### src/rtl/mem_port_arbiter.sv
// mem_port_arbiter: shares the core memory port between instruction fetch and the LSU.
// One outstanding transaction (IDLE -> ISSUE -> WAIT -> RESP). The LSU has fixed priority,
// and a saturating starvation counter forces a fetch grant after STARVE_LIMIT LSU wins.
// Optional macro MEMARB_TIMEOUT_EN: abort WAIT after TIMEOUT_CYCLES cycles with an error.
module mem_port_arbiter #(
    parameter int unsigned XLEN           = 32,
    parameter int unsigned STARVE_LIMIT   = 4,
    parameter int unsigned TIMEOUT_CYCLES = 16
) (
    input  logic              clk,
    input  logic              rst_n,
    input  logic              if_req,
    input  logic [XLEN-1:0]   if_addr,
    output logic              if_gnt,
    output logic              if_rvalid,
    input  logic              ls_req,
    input  logic [XLEN-1:0]   ls_addr,
    input  logic              ls_we,
    input  logic [XLEN/8-1:0] ls_be,
    input  logic [XLEN-1:0]   ls_wdata,
    output logic              ls_gnt,
    output logic              ls_rvalid,
    output logic [XLEN-1:0]   rsp_rdata,
    output logic              rsp_err,
    output logic              mem_req,
    output logic [XLEN-1:0]   mem_addr,
    output logic              mem_we,
    output logic [XLEN/8-1:0] mem_be,
    output logic [XLEN-1:0]   mem_wdata,
    input  logic [XLEN-1:0]   mem_rdata,
    input  logic              mem_rvalid,
    input  logic              mem_err
);

    localparam int unsigned BeW   = XLEN / 8;
    localparam int unsigned StarveW = $clog2(STARVE_LIMIT + 1);
    localparam logic [StarveW-1:0] StarveMax = StarveW'(STARVE_LIMIT);
    // Memory is word addressed: the two low address bits never reach the bus.
    localparam logic [XLEN-1:0] AddrMask = ~XLEN'(3);

    typedef enum logic [1:0] {StIdle, StIssue, StWait, StResp} state_e;

    state_e              state_q, state_d;
    logic                owner_ls_q, owner_ls_d;
    logic [XLEN-1:0]     addr_q, addr_d;
    logic                we_q, we_d;
    logic [BeW-1:0]      be_q, be_d;
    logic [XLEN-1:0]     wdata_q, wdata_d;
    logic [XLEN-1:0]     rdata_q, rdata_d;
    logic                err_q, err_d;
    logic [StarveW-1:0]  starve_q, starve_d;
    logic                ls_win, if_win;

`ifdef MEMARB_TIMEOUT_EN
    localparam int unsigned WaitW = $clog2(TIMEOUT_CYCLES + 1);
    localparam logic [WaitW-1:0] WaitLast = WaitW'(TIMEOUT_CYCLES - 1);
    logic [WaitW-1:0] wait_q, wait_d;
`endif

    // State and latched transaction fields.
    always_ff @(posedge clk or negedge rst_n) begin
        if (!rst_n) begin
            state_q    <= StIdle;
            owner_ls_q <= 1'b0;
            addr_q     <= '0;
            we_q       <= 1'b0;
            be_q       <= '0;
            wdata_q    <= '0;
            rdata_q    <= '0;
            err_q      <= 1'b0;
            starve_q   <= '0;
`ifdef MEMARB_TIMEOUT_EN
            wait_q     <= '0;
`endif
        end else begin
            state_q    <= state_d;
            owner_ls_q <= owner_ls_d;
            addr_q     <= addr_d;
            we_q       <= we_d;
            be_q       <= be_d;
            wdata_q    <= wdata_d;
            rdata_q    <= rdata_d;
            err_q      <= err_d;
            starve_q   <= starve_d;
`ifdef MEMARB_TIMEOUT_EN
            wait_q     <= wait_d;
`endif
        end
    end

    // Arbitration, grant pulses and next-state sequencing.
    always_comb begin
        state_d    = state_q;
        owner_ls_d = owner_ls_q;
        addr_d     = addr_q;
        we_d       = we_q;
        be_d       = be_q;
        wdata_d    = wdata_q;
        rdata_d    = rdata_q;
        err_d      = err_q;
        starve_d   = starve_q;
        if_gnt     = 1'b0;
        ls_gnt     = 1'b0;
`ifdef MEMARB_TIMEOUT_EN
        wait_d     = wait_q;
`endif
        ls_win = ls_req && !(if_req && (starve_q == StarveMax));
        if_win = if_req && !ls_win;

        unique case (state_q)
            StIdle: begin
                if (ls_win) begin
                    // Grants are combinational; gating with rst_n keeps them low during reset.
                    ls_gnt     = rst_n;
                    owner_ls_d = 1'b1;
                    addr_d     = ls_addr;
                    we_d       = ls_we;
                    be_d       = ls_be;
                    wdata_d    = ls_wdata;
                    starve_d   = !if_req ? '0 :
                                 (starve_q == StarveMax) ? starve_q : starve_q + 1'b1;
                    if (ls_be == '0) begin
                        // Nothing to access: answer with an error straight away.
                        rdata_d = '0;
                        err_d   = 1'b1;
                        state_d = StResp;
                    end else begin
                        state_d = StIssue;
                    end
                end else if (if_win) begin
                    if_gnt     = rst_n;
                    owner_ls_d = 1'b0;
                    addr_d     = if_addr;
                    we_d       = 1'b0;
                    be_d       = '1;
                    wdata_d    = '0;
                    starve_d   = '0;
                    state_d    = StIssue;
                end
            end
            StIssue: begin
`ifdef MEMARB_TIMEOUT_EN
                wait_d = '0;
`endif
                state_d = StWait;
            end
            StWait: begin
                if (mem_rvalid) begin
                    rdata_d = we_q ? '0 : mem_rdata;
                    err_d   = mem_err;
                    state_d = StResp;
                end
`ifdef MEMARB_TIMEOUT_EN
                else if (wait_q == WaitLast) begin
                    rdata_d = '0;
                    err_d   = 1'b1;
                    state_d = StResp;
                end else begin
                    wait_d = wait_q + 1'b1;
                end
`endif
            end
            StResp: begin
                rdata_d = '0;
                err_d   = 1'b0;
                state_d = StIdle;
            end
            default: state_d = StIdle;
        endcase
    end

    // Bus and response outputs, forced to zero outside their owning states.
    always_comb begin
        mem_req   = (state_q == StIssue) || (state_q == StWait);
        mem_addr  = mem_req ? (addr_q & AddrMask) : '0;
        mem_we    = mem_req && we_q;
        mem_be    = mem_req ? be_q : '0;
        mem_wdata = mem_req ? wdata_q : '0;
        if_rvalid = (state_q == StResp) && !owner_ls_q;
        ls_rvalid = (state_q == StResp) && owner_ls_q;
        rsp_rdata = (state_q == StResp) ? rdata_q : '0;
        rsp_err   = (state_q == StResp) && err_q;
    end

endmodule

### config.mk
export PLATFORM = sky130hd
export DESIGN_NAME = mem_port_arbiter
export DESIGN_NICKNAME = d
export VERILOG_FILES = /design/src/rtl/mem_port_arbiter.sv
export SDC_FILE = /design/constraint.sdc
export NUM_CORES = 1
export LEC_CHECK = 0
export ABC_AREA = 1
export CORE_ASPECT_RATIO = 1.4
export CORE_MARGIN = 2
export CORE_UTILIZATION = 47
export CTS_BUF_LIST = sky130_fd_sc_hd__clkbuf_8
export DETAILED_ROUTE_END_ITERATION = 8
export GPL_TIMING_DRIVEN = 0
export PLACE_DENSITY = 0.88
export SETUP_SLACK_MARGIN = 0.5
export SLEW_MARGIN = 15
export SYNTH_ARGS = -nofsm -noshare
export SYNTH_HDL_FRONTEND = slang
export SYNTH_SLANG_ARGS = --single-unit
### constraint.sdc
create_clock -name clk -period 3.9 [get_ports clk]
set_input_delay 0.78 -clock clk [delete_from_list [all_inputs] [get_ports clk]]
set_output_delay 0.78 -clock clk [all_outputs]
set_load 0.005 [all_outputs]
==> summary.txt <==
Placed design
  – Gpl congestion: 0.847
  – Port bufs: 238
  – HPWL Detailed: 12.8 mm
  – Placed cell count: 1193

Yosys
  – Post-synthesis register bit count: 106
  – Sequential share of the synthesized area: 46.9%
  – Mapped Avg Cell Area: 7.02 µm²
  – Cell taking the most area after synthesis: dfrtp_1
  – Yosys cell types: 23
  – Largest cells by area after synthesis: dfrtp_1, nand2_1, inv_1
  – Synth Warn #: 0
  – Instance count of the mapped netlist: 806
  – Top-area cell type share of the netlist area: 46.9%
  – Mapped Area: 0.00566 mm²

Clock tree
  – H-tree levels: 3
  – Clock root buffer: clkbuf_8
  – Longest Clk Path Bufs: 2
  – Number of buffers created by CTS: 9
  – Setup bufs post-CTS: 0
  – Clk Latency, worst-skew pair: 0.37 ns
  – Clock net sink count: 106
  – Worst-path clk slew: 0.10 ns
  – CTS tree: yes
  – CTS Hold Bufs: 0

Power and ir drop
  – Worst vdd ir: 0.430 mV
  – NetSw: 2410 µW
  – Leak: 0.00471 µW
  – PD cells: 694 mW/mm²
  – Comb power frac: 59.2%
  – Reg power frac: 29.1%
  – Clk network pwr share: 11.7%
  – Cell-internal power: 3450 µW
  – Switch share: 41.1%

STA
  – Final-report setup violation count: 0
  – Tcrit/Tclk final: 82.3%
  – Total Negative Setup Slacks: 0 ns
  – Rel. slew slack: 65.5%
  – F_max: 0.312 GHz
  – Clk_skew: 0.0182 ns
  – RSZ-0062 raised after global routing: false
  – Worst Max-Slew Pin Slew: 0.518 ns
  – Min cycle time layout: 3.21 ns
  – Max-slew violation count: 0
  – Final hold vios: 0

Global route
  – Largest net degree at the start of global routing: 76
  – GR Layer Usage met3: 5.00%
  – Number of global-route vias before repair: 5752
  – Most used routing layer: met2
  – Met1 Use GR: 29.5%
  – Grt ovf: 0
  – Global-route wire length before repair: 27.3 mm
  – All-Layer GR Usage: 25.7%
  – M2 GR Usage: 45.3%
  – Initial antenna violation count: 0

Layout
  – P&R area growth vs syn: 49.3%
  – Final nets: 1202
  – Share of layout cells above drive strength 1: 5.18%
  – Antenna cells: 0
  – Layout Cells excl Fill: 1208

Die
  – Core area: 0.0118 mm²
  – Top-Level Pins: 246
  – Die area: 0.0129 mm²
  – Row cnt: 47
  – Initial core utilization: 48.1%
  – Die Wd: 96.7 µm
  – Die Y: 134 µm

Hold path
  – HP Class: primary input to asynchronous set/reset pin

Setup path
  – Worst Path Max Fanout: 10
  – WP data required: 3.12 ns
  – CP Capture Type: output pin
  – Register-to-register setup slack: 2.03 ns
  – Critical path class: flop to output pin
  – Critical Path Start Type: flop
  – Reg2reg start: state_q[0]
  – Reg2reg path depth: 7
  – WP data arrival: 2.43 ns
  – RR Endpoint: addr_q[12]

Job
  – Maxcap violations: 0

Detailed routing
  – Routed WL: 16.8 mm
  – DRT iter0 DRCs: 339
  – DR WL/cell: 13.9 µm
  – Detailed-route via count: 5860
  – Length of the first detailed-routing pass in iterations: 5
  – Drt drc: 0
  – Antenna viol nets, final: 0
  – Vias/cell: 4.85

Run status
  – Outcome: finished clean
[worst max-delay path: stages (launching register included)]
cell and delay, ns:
dfrtp_1 0.42, inv_1 0.08, ha_1 0.29, clkbuf_2 0.16, clkbuf_1 0.40, nand2_1 0.13, inv_1 0.08, clkdlybuf4s50_1 0.49
[logic make-up after synthesis]
family / count (synthesis) / share of synthesized area (%)
XOR/XNOR: 1 / 0.155
other: 1 / 0.0663
AO/OA/AOI/OAI: 73 / 6.79
flip-flops: 106 / 46.9
AND/OR/NAND/NOR: 421 / 30.7
buffers and inverters: 198 / 14.1
adder cells (fa/ha/maj): 6 / 1.33
[power by group through the flow]
stage | clock [µW] | combinational (µW) | sequential (µW)
floorplan | 0 | 1800 | 1670
global placement | 0 | 3390 | 1710
detailed placement | 0 | 3460 | 1720
finish | 686 | 3470 | 1710
CTS | 694 | 3480 | 1700
global route | 742 | 3830 | 1760
[per-layer routing]
metal,routed length (µm),up-vias
met2,8570,213
met5,0,-
met3,940,55
li1,-,2920
met4,835,0
met1,6460,2672
[what timing repair did]
| action | 4_1_cts | 5_1_grt |
|---|---|---|
| resized for setup | 2 | 6 |
| endpoints found under the hold margin | 0 | 0 |
| pin swaps | 0 | 0 |
| endpoints found under the setup margin | 31 | 44 |
[flip-flops by register name (all words and copies together) (netlist names)]
register,cells
be_q,4
state_q,2
rdata_q,32
owner_ls_q,1
wdata_q,32
starve_q,3
err_q,1
addr_q,30
we_q,1
[worst max-delay path by stage]
stage,start,to,slack [ns],cells past startpoint
4_1_cts,state_q[1],mem_wdata[1],0.49,8
5_1_grt,state_q[0],mem_wdata[1],0.54,8
3_5_place_dp,if_req,if_gnt,0.29,7
6_report,state_q[1],mem_addr[8],0.69,7
3_3_place_gp,rst_n,if_gnt,-2.85,4
2_1_floorplan,state_q[1],mem_wdata[10],1.64,7
[cell type report]
type                       count  area, µm²
buffer                        52        256
inverter                     146        548
fill                         977       3310
clock buffer                  10        138
tap                          147        184
timing repair buffer         239       2410
sequential                   106       2650
clock inverter                 5       56.3
multi-input combinational    503       2210
[synth_stat cells]
cell type    n
o22a_1       4
nor2_4       1
buf_6        3
buf_4        2
dfrtp_1    106
xnor2_1      1
inv_1      143
nand4_1     33
nand3_1     32
nand3_2      3
nand2_2      2
nor2_1      72
nor3_1       1
buf_2       21
buf_1        1
o21ai_0      4
inv_2        3
ha_1         6
conb_1       1
o21ai_2      1
clkbuf_1    25
a21oi_1     64
nand2_1    277
[per-stage QoR]
stage	util (%)	instance area, µm²	setup WS, ns	hold WS [ns]	total power, µW
after floorplan	-	5660	1.64	0.442	3470
after CTS	71.9	8450	0.492	0.288	5880
after global placement	70.0	8230	-2.85	0.453	5100
after detailed placement	70.2	8260	0.287	0.459	5180
final	71.9	8450	0.692	0.284	5860
after global routing	71.9	8450	0.543	0.286	6330
[layout by cell type (no fill, tap or decap), drive strengths merged]
| cell type | count |
|---|---|
| nand2 | 279 |
| clkdlybuf4s50 | 236 |
| inv | 147 |
| dfrtp | 106 |
| nor2 | 73 |
| a21oi | 64 |
| nand3 | 35 |
| clkbuf | 35 |
| nand4 | 33 |
| buf | 30 |
| ha | 6 |
| o21ai | 5 |
| o22a | 4 |
| clkinv | 3 |
| conb | 2 |
| nor3 | 1 |
| xnor2 | 1 |
| bufinv | 1 |
No activity file was read; power rests on OpenSTA's default activity.
